## config.mk

```make
export PLATFORM = sky130hd
export DESIGN_NAME = tinyalu_param_flat
export DESIGN_NICKNAME = d
export VERILOG_FILES = /design/src/rtl/tinyalu_param_if.sv /design/src/rtl/tinyalu_param.sv /design/src/flat_wrapper.sv
export SDC_FILE = /design/constraint.sdc
export NUM_CORES = 1
export LEC_CHECK = 0
export ABC_AREA = 1
export BUFFER_PORTS_ARGS = -buffer_cell sky130_fd_sc_hd__buf_2
export CAP_MARGIN = 20
export CORE_MARGIN = 10
export CORE_UTILIZATION = 35
export CTS_CLUSTER_SIZE = 12
export DETAILED_ROUTE_END_ITERATION = 6
export PLACE_DENSITY = 0.55
export SLEW_MARGIN = 20
export SYNTH_ARGS = -nofsm -noshare
export SYNTH_HDL_FRONTEND = slang
export SYNTH_SLANG_ARGS = --single-unit
```

## constraint.sdc

```tcl
create_clock -name clk -period 7.4 [get_ports clk]
set_input_delay 2.22 -clock clk [delete_from_list [all_inputs] [get_ports clk]]
set_output_delay 2.22 -clock clk [all_outputs]
set_load 0.005 [all_outputs]
```

## src/rtl/tinyalu_param_if.sv

```systemverilog
// Request/response bundle for tinyalu_param: operands, opcode, start/ready
// handshake and the done/err/result return path.
interface tinyalu_param_if #(
    parameter int unsigned WIDTH = 8
);
    logic [WIDTH-1:0]   A;
    logic [WIDTH-1:0]   B;
    logic [2:0]         op;
    logic               start;
    logic               ready;
    logic               done;
    logic               err;
    logic [2*WIDTH-1:0] result;

    modport master (
        output A, B, op, start,
        input  ready, done, err, result
    );

    modport slave (
        input  A, B, op, start,
        output ready, done, err, result
    );
endinterface

```

## src/rtl/tinyalu_param.sv

```systemverilog
// WIDTH-bit ALU: single-cycle add/and/xor/sub, MULT_STAGES-deep multiply,
// start/ready handshake with operand capture at accept and illegal-opcode flag.
module tinyalu_param #(
    parameter int unsigned WIDTH       = 8,
    parameter int unsigned MULT_STAGES = 3
) (
    input  logic           clk,
    input  logic           reset_n,
    tinyalu_param_if.slave bus
);
    localparam int unsigned RW = 2 * WIDTH;
    localparam int unsigned CW = $clog2(MULT_STAGES);
    localparam logic [CW-1:0] LAST_STAGE = CW'(MULT_STAGES - 1);

    typedef enum logic {
        IDLE,
        MBUSY
    } state_t;

    typedef enum logic [2:0] {
        OP_NOP  = 3'b000,
        OP_ADD  = 3'b001,
        OP_AND  = 3'b010,
        OP_XOR  = 3'b011,
        OP_MUL  = 3'b100,
        OP_SUB  = 3'b101,
        OP_ILL6 = 3'b110,
        OP_ILL7 = 3'b111
    } op_t;

    state_t         state;
    state_t         state_next;
    logic [CW-1:0]  stage_cnt;
    logic [RW-1:0]  pipe [MULT_STAGES];

    logic [RW-1:0]  a_ext;
    logic [RW-1:0]  b_ext;
    logic [RW-1:0]  alu_value;
    logic           is_single;
    logic           is_mul;
    logic           is_illegal;
    logic           ready;
    logic           mul_finish;
    logic           accept;

    logic           done_q;
    logic           err_q;
    logic [RW-1:0]  result_q;

    always_comb begin
        a_ext = {{WIDTH{1'b0}}, bus.A};
        b_ext = {{WIDTH{1'b0}}, bus.B};
    end

    always_comb begin
        is_single  = 1'b0;
        is_mul     = 1'b0;
        is_illegal = 1'b0;
        alu_value  = '0;
        case (op_t'(bus.op))
            OP_ADD: begin
                is_single = 1'b1;
                alu_value = a_ext + b_ext;
            end
            OP_AND: begin
                is_single = 1'b1;
                alu_value = a_ext & b_ext;
            end
            OP_XOR: begin
                is_single = 1'b1;
                alu_value = a_ext ^ b_ext;
            end
            OP_SUB: begin
                is_single = 1'b1;
                alu_value = a_ext - b_ext;
            end
            OP_MUL:          is_mul     = 1'b1;
            OP_ILL6, OP_ILL7: is_illegal = 1'b1;
            default: ;
        endcase
    end

    always_ff @(posedge clk) begin
        if (!reset_n) begin
            state <= IDLE;
        end else begin
            state <= state_next;
        end
    end

    always_comb begin
        state_next = state;
        case (state)
            IDLE:    if (accept && is_mul) state_next = MBUSY;
            MBUSY:   if (stage_cnt == LAST_STAGE) state_next = IDLE;
            default: state_next = IDLE;
        endcase
    end

    always_comb begin
        ready      = (state == IDLE);
        mul_finish = (state == MBUSY) && (stage_cnt == LAST_STAGE);
        accept     = bus.start && ready;
    end

    // Product is formed at accept and walks a register chain so retiming can
    // spread the multiplier; pipe[MULT_STAGES-1] is valid on the finishing edge.
    always_ff @(posedge clk) begin
        if (!reset_n) begin
            stage_cnt <= '0;
            done_q    <= 1'b0;
            err_q     <= 1'b0;
            result_q  <= '0;
            for (int unsigned i = 0; i < MULT_STAGES; i++) begin
                pipe[i] <= '0;
            end
        end else begin
            done_q <= 1'b0;
            for (int unsigned i = 1; i < MULT_STAGES; i++) begin
                pipe[i] <= pipe[i-1];
            end
            if (accept && is_mul) begin
                pipe[0]   <= a_ext * b_ext;
                stage_cnt <= '0;
            end else if (state == MBUSY && !mul_finish) begin
                stage_cnt <= stage_cnt + 1'b1;
            end

            if (mul_finish) begin
                result_q <= pipe[MULT_STAGES-1];
                err_q    <= 1'b0;
                done_q   <= 1'b1;
            end else if (accept && is_single) begin
                result_q <= alu_value;
                err_q    <= 1'b0;
                done_q   <= 1'b1;
            end else if (accept && is_illegal) begin
                err_q  <= 1'b1;
                done_q <= 1'b1;
            end
        end
    end

    always_comb begin
        bus.ready  = ready;
        bus.done   = done_q;
        bus.err    = err_q;
        bus.result = result_q;
    end
endmodule

```

## src/flat_wrapper.sv

```systemverilog
// flat-port wrapper written by rule: the top's interface ports become plain ports
module tinyalu_param_flat 
#(
    parameter int unsigned WIDTH       = 8,
    parameter int unsigned MULT_STAGES = 3
)
  (clk, reset_n, bus_A, bus_B, bus_op, bus_start, bus_ready, bus_done, bus_err, bus_result);
  tinyalu_param_if #(.WIDTH(WIDTH)) bus_i ();
  input  logic clk;
  input  logic reset_n;
  input wire logic [$bits(bus_i.A)-1:0] bus_A;
  input wire logic [$bits(bus_i.B)-1:0] bus_B;
  input wire logic [$bits(bus_i.op)-1:0] bus_op;
  input wire logic [$bits(bus_i.start)-1:0] bus_start;
  output wire logic [$bits(bus_i.ready)-1:0] bus_ready;
  output wire logic [$bits(bus_i.done)-1:0] bus_done;
  output wire logic [$bits(bus_i.err)-1:0] bus_err;
  output wire logic [$bits(bus_i.result)-1:0] bus_result;
  assign bus_i.A = bus_A;
  assign bus_i.B = bus_B;
  assign bus_i.op = bus_op;
  assign bus_i.start = bus_start;
  assign bus_ready = bus_i.ready;
  assign bus_done = bus_i.done;
  assign bus_err = bus_i.err;
  assign bus_result = bus_i.result;
  tinyalu_param #(.WIDTH(WIDTH), .MULT_STAGES(MULT_STAGES)) u_core (.clk(clk), .reset_n(reset_n), .bus(bus_i));
endmodule
```

==> results.yml, run 1 <==
timing:
  setup_tns_ns: 0
  layout_worst_path_cycle_share_pct: 80.7
  fin_worst_hold_slack_ns: 0.480
  timing.fmax_ghz: 0.167
  setup_viol_count_final: 0
  postLayoutSetupSlackWorst_ns: 1.43
  timing.final.max_slew_violations: 0
  post_layout_minimum_cycle_time_ns: 5.97
  grt_setup_unrepaired: "false"
  max_slew.worst_pin.slew_ns: 0.762
  worst_clock_skew_ns: 0.00692
  slew-limit-headroom_pct: 49.1
  final_hold_viol_count: 0
global_route:
  antenna_found_initial: 0
  grt_first_pass_wirelength_microns: 22600
  maximum_number_of_pins_on_one_net_before_global_route_repair: 33
  first_global_vias: 4591
  globalRouteOverflowTotal: 0
  grt_usage_pct: 12.6
detailed_routing:
  drcViolationCount: 0
  vias_per_cell: 4.56
  drtPass1Iterations: 4
  average_wire_per_standard_cell_microns: 13.2
  final_antenna_net_count: 0
  via_count: 4516
  finalWirelength_microns: 13100
  drtIter0Drc: 267
clock_network:
  cts.reportedPaths.clkPinSlew_ns: 0.05
  cts_hold_buf: 0
  cts_resized: 0
  post-cts-setup-buffers: 0
  cts_max_level: 3
  clock_insertion_delay_worst_skew_ns: 0.32
  tritoncts: "done"
  clock_tree.buffer_depth: 2
  cts_root_buf: "sky130_fd_sc_hd__clkbuf_16"
  cts.sink_count: 69
  cts-buffers-inserted: 9
floorplanning:
  fp.dieH_microns: 148
  floorplan.io_pins: 41
  floorplan.die.width_microns: 148
  floorplan.die_area_sq_um: 21800
  core.rowCount: 46
  core_area_sq_um: 15900
  start_util_pct: 35.8
final_layout:
  layout.nets: 883
  flow.area_growth_from_synthesis_pct: 13.9
  layout.cells.most_common_list: "sky130_fd_sc_hd__nand2_1, sky130_fd_sc_hd__inv_1, sky130_fd_sc_hd__ha_1"
  final_util_pct: 40.8
  final_area_sq_um: 6500
  antenna_cells: 0
  mostFrequentLayoutCell: "sky130_fd_sc_hd__nand2_1"
  fill_cells: 1670
  final_cell_count_no_fill: 991
  layout-drive-gt1-share_pct: 10.1
worst_setup_path:
  termination_of_the_worst_setup_path: "u_core.pipe[0][13]$_SDFFCE_PN0P_"
  end_kind: "flip-flop"
  critical_path.max_fanout: 9
  critical_path_required_ns: 7.48
  worstPathArrival_ns: 6.05
  cp-startpoint: "bus_B[4]"
  worstReg2RegStart: "u_core.stage_cnt[0]$_SDFFE_PP0P_"
  setup_crit_path_kind: "primary input to flip-flop"
  crit_path_start_kind: "primary input"
  reg2reg_setup_slack_ns: 5.70
  rr_worst_depth: 8
  critical_path.reg2reg.endpoint: "u_core.bus.result[6]$_SDFFE_PN0P_"
yosys:
  ys_dominant_reg_cell: "sky130_fd_sc_hd__edfxtp_1"
  ys_types: 40
  synth.yosys.seq_area_share_pct: 32.6
  syn_area_sq_um: 5710
  synthArstFlopShare_pct: 0
  synth_edf_count: 48
  netlist_instances: 709
  syn-mean-instance-area_sq_um: 8.05
  synth-seq-cells: 69
  synthesis_warnings: 0
placement:
  post-place-ws_ns: 1.09
  port-buffer-count: 40
  finalWeightedCongestion: 0.880
  detailedPlacementHpwl_microns: 10400
  placement.cell_area_sq_um: 6200
  cell_count_after_placement: 975
power_and_ir_drop:
  total_power_mw: 1.43
  switching_pwr_uw: 497
  power_per_cell_area_nw_per_um2: 220
  power.share.sequential_pct: 34.2
  p_sw_share_pct: 34.8
  p_leak_nw: 3.65
  ir_worst_vdd_mv: 0.102
  combinational_group_share_of_total_power_pct: 36.8
  intPower_uw: 932
  p_clk_share_pct: 29.0
hold_path:
  hold_path.class: "flip-flop to flip-flop"
run_status:
  run_status: "finished clean"
job:
  max_cap_viol_count: 0
routing by layer:
metal	track usage, %	part of all wire (%)
met5	0	0
met4	2.92	1.3
met3	2.23	3.6
met2	22.7	50
met1	15.2	45
area by class of cell:
| cell class | instances | area (sq um) | area share, % |
|---|---|---|---|
| clock buffer | 13 | 282 | 4.33 |
| clock inverter | 3 | 16.3 | 0.250 |
| inverter | 172 | 646 | 9.93 |
| multi-input combinational | 477 | 3220 | 49.5 |
| sequential | 69 | 1860 | 28.6 |
| tap | 216 | 270 | 4.16 |
| timing repair buffer | 41 | 208 | 3.20 |
cells in the mapped netlist, drive strengths merged (3+ instances only):
library cell  count  area, sq um
nand2           173          662
inv             171          642
ha               53          663
a21oi            52          268
edfxtp           48         1440
fa               38          761
o21ai            32          164
nand3            30          150
nor2             28          129
dfxtp            21          420
clkbuf           16         60.1
nand4             8         50.1
or2               7         43.8
buf               6         38.8
a22o              4         35.0
a22oi             3         22.5
nor3              3         20.0
o21a              3         22.5
sequential cells by signal, indices dropped and copies added, names as in the netlist:
signal             count
u_core.bus.done        1
u_core.bus.err         1
u_core.bus.result     16
u_core.pipe           48
u_core.stage_cnt       2
u_core.state           1
how the worst min path moves through the flow:
stage | cells after the start | endpoint | start | slack, ns
floorplan | 2 | u_core.stage_cnt[1]$_SDFFE_PP0P_ | u_core.stage_cnt[1]$_SDFFE_PP0P_ | 0.45
global placement | 2 | u_core.stage_cnt[1]$_SDFFE_PP0P_ | u_core.stage_cnt[1]$_SDFFE_PP0P_ | 0.47
detailed placement | 2 | u_core.stage_cnt[1]$_SDFFE_PP0P_ | u_core.stage_cnt[1]$_SDFFE_PP0P_ | 0.47
CTS | 2 | u_core.stage_cnt[1]$_SDFFE_PP0P_ | u_core.stage_cnt[1]$_SDFFE_PP0P_ | 0.47
global route | 2 | u_core.stage_cnt[1]$_SDFFE_PP0P_ | u_core.stage_cnt[1]$_SDFFE_PP0P_ | 0.50
finish | 2 | u_core.stage_cnt[1]$_SDFFE_PP0P_ | u_core.stage_cnt[1]$_SDFFE_PP0P_ | 0.48
critical path, cell delays in order:
cell and delay [ns]:
sky130_fd_sc_hd__buf_2 0.16, sky130_fd_sc_hd__ha_1 0.32, sky130_fd_sc_hd__fa_1 0.58, sky130_fd_sc_hd__fa_1 0.45
sky130_fd_sc_hd__fa_1 0.54, sky130_fd_sc_hd__inv_1 0.05, sky130_fd_sc_hd__fa_1 0.52, sky130_fd_sc_hd__inv_1 0.04
sky130_fd_sc_hd__ha_1 0.32, sky130_fd_sc_hd__a21oi_1 0.19, sky130_fd_sc_hd__o21ai_0 0.09, sky130_fd_sc_hd__a21oi_1 0.23
sky130_fd_sc_hd__o21ai_0 0.15, sky130_fd_sc_hd__nor2_1 0.12, sky130_fd_sc_hd__nor2_1 0.05
cells by family after synthesis:
family | share of synthesized area (%)
and+or+nand+nor | 18.5
buffers and inverters | 13.0
AOI/OAI and AO/OA | 10.5
adders and majority gates | 25.0
DFF | 32.6
xor gates and xnor gates | 0.307
other | 0.0657
power by group through the flow:
stage	registers [mW]	clock network (mW)	logic, mW
after detailed placement	0.497	0	0.533
after global routing	0.493	0.441	0.629
after CTS	0.489	0.423	0.537
final	0.489	0.414	0.526
after global placement	0.496	0	0.534
after floorplan	0.493	0	0.401
(Power assumes the default switching activity.)
==> run 2, diff against run 1 <==
Clock period 7.4 ns to 6 ns, I/O delays scaled along.
==> results.yml, run 2 (same netlist as run 1, synthesis figures left out) <==
floorplanning:
  start_util_pct: 35.8
  floorplan.die.width_microns: 148
  floorplan.die_area_sq_um: 21800
  fp.dieH_microns: 148
  floorplan.io_pins: 41
  core_area_sq_um: 15900
  core.rowCount: 46
worst_setup_path:
  worstPathArrival_ns: 5.64
  crit_path_start_kind: "primary input"
  critical_path.max_fanout: 9
  critical_path_required_ns: 6.09
  end_kind: "flip-flop"
  cp_slowest_cell: "sky130_fd_sc_hd__fa_1"
  critical_path.cell_chain: "buf_2 > ha_1 > fa_1 > fa_1 > fa_1 > inv_1 > fa_1 > inv_1 > ha_1 > a21oi_1 > o21ai_0 > a21oi_1 > o21ai_0 > nor2_1 > nor2_1"
  cp_common_cell: "sky130_fd_sc_hd__fa_1"
  slowest_delay_ns: 0.58
  setup_crit_path_kind: "primary input to flip-flop"
timing:
  timing.final.max_slew_violations: 0
  post_layout_minimum_cycle_time_ns: 5.55
  fin_worst_hold_slack_ns: 0.484
  setup_tns_ns: 0
  layout_worst_path_cycle_share_pct: 92.6
  max_slew.worst_pin.slew_ns: 0.819
  final_hold_viol_count: 0
  slew-limit-headroom_pct: 45.3
  setup_viol_count_final: 0
  grt_setup_unrepaired: "false"
  worst_clock_skew_ns: 0.00809
  timing.fmax_ghz: 0.180
final_layout:
  largest-register: "u_core.pipe"
  antenna_cells: 0
  area_occupied_by_registers_sq_um: 1860
  layout-drive-gt1-share_pct: 10.4
  layout.nets: 886
  mostFrequentLayoutCell: "sky130_fd_sc_hd__nand2_1"
  flow.area_growth_from_synthesis_pct: 14.3
  layout.cells.most_common_list: "sky130_fd_sc_hd__nand2_1, sky130_fd_sc_hd__inv_1, sky130_fd_sc_hd__ha_1"
  max_ffs_per_register: 48
  multi_input_area_sq_um: 3220
  fill_cells: 1672
hold_path:
  hold_path.class: "flip-flop to flip-flop"
clock_network:
  cts_root_buf: "sky130_fd_sc_hd__clkbuf_16"
  tritoncts: "done"
  clock_tree.buffer_depth: 2
  cts_resized: 0
  cts_hold_buf: 0
  post-cts-setup-buffers: 0
  cts.reportedPaths.clkPinSlew_ns: 0.06
  clock_insertion_delay_worst_skew_ns: 0.33
  cts-buffers-inserted: 9
  cts_max_level: 3
  cts.sink_count: 69
global_route:
  grt_first_pass_wirelength_microns: 22400
  grt_usage_pct: 12.5
  maximum_number_of_pins_on_one_net_before_global_route_repair: 32
  first_global_vias: 4636
  antenna_found_initial: 0
  globalRouteOverflowTotal: 0
detailed_routing:
  average_wire_per_standard_cell_microns: 13.1
  drtPass1Iterations: 5
  drcViolationCount: 0
  finalWirelength_microns: 13000
  drtIter0Drc: 374
  final_antenna_net_count: 0
  vias_per_cell: 4.61
  via_count: 4579
run_status:
  run_status: "finished clean"
placement:
  finalWeightedCongestion: 0.897
  port-buffer-count: 40
  detailedPlacementHpwl_microns: 10300
job:
  max_cap_viol_count: 0
power_and_ir_drop:
  power_per_cell_area_nw_per_um2: 270
  p_leak_nw: 3.66
  ir_worst_vdd_mv: 0.145
  total_power_mw: 1.76
[run 2: cell count changes in the layout (fill, tap and decap cells not counted), sizes merged]
cell | before | now
buf | 41 | 44
clkbuf | 13 | 12
clkinv | 3 | 4
[run 2: worst paths after layout]
check        slack, ns  depth (start not counted)                             start                                end
max               0.45                         15                          bus_B[4]   u_core.pipe[0][13]$_SDFFCE_PN0P_
min               0.48                          2  u_core.stage_cnt[1]$_SDFFE_PP0P_   u_core.stage_cnt[1]$_SDFFE_PP0P_
max reg2reg       4.28                          8  u_core.stage_cnt[0]$_SDFFE_PP0P_  u_core.bus.result[6]$_SDFFE_PN0P_
min reg2reg       0.48                          2  u_core.stage_cnt[1]$_SDFFE_PP0P_   u_core.stage_cnt[1]$_SDFFE_PP0P_
[run 2: critical path: cells and delay by family]
family                   cells  cell delay, ns
AND/OR/NAND/NOR              2            0.16
AO/OA/AOI/OAI                4            0.69
buffers and inverters        3            0.25
adder cells (fa/ha/maj)      6            2.72
[run 2: area by class of cell]
type	instances	area share [%]
clock buffer	12	4.11
sequential	69	28.6
tap	216	4.15
multi-input combinational	477	49.3
clock inverter	4	0.441
timing repair buffer	44	3.53
inverter	172	9.90
[run 2: where the power goes]
part           total (mW)  internal, mW  switching [mW]
sequential          0.602         0.586          0.0162
clock               0.507         0.317           0.190
combinational       0.650         0.237           0.412
total                1.76          1.14           0.619
[run 2: metal layers]
metal	wire length (microns)	share of wire, %	global-route usage, %	vias up
li1	-	-	-	2312
met1	5670	44	15.1	2150
met2	6530	50	22.0	100
met3	596	4.6	2.41	17
met4	205	1.6	3.22	0
met5	0	0	0	-
[run 2: through the flow]
| step | worst slack [ns] | instances | util (%) | area [sq um] |
|---|---|---|---|---|
| final | 0.445 | 994 | 40.9 | 6520 |
| after global routing | 0.143 | 994 | 40.9 | 6520 |
| after CTS | 0.479 | 994 | 40.9 | 6520 |
| after detailed placement | 0.130 | 978 | 39.0 | 6220 |
| after global placement | 0.178 | 978 | 39.0 | 6220 |
| after floorplan | 0.416 | 740 | - | 5820 |
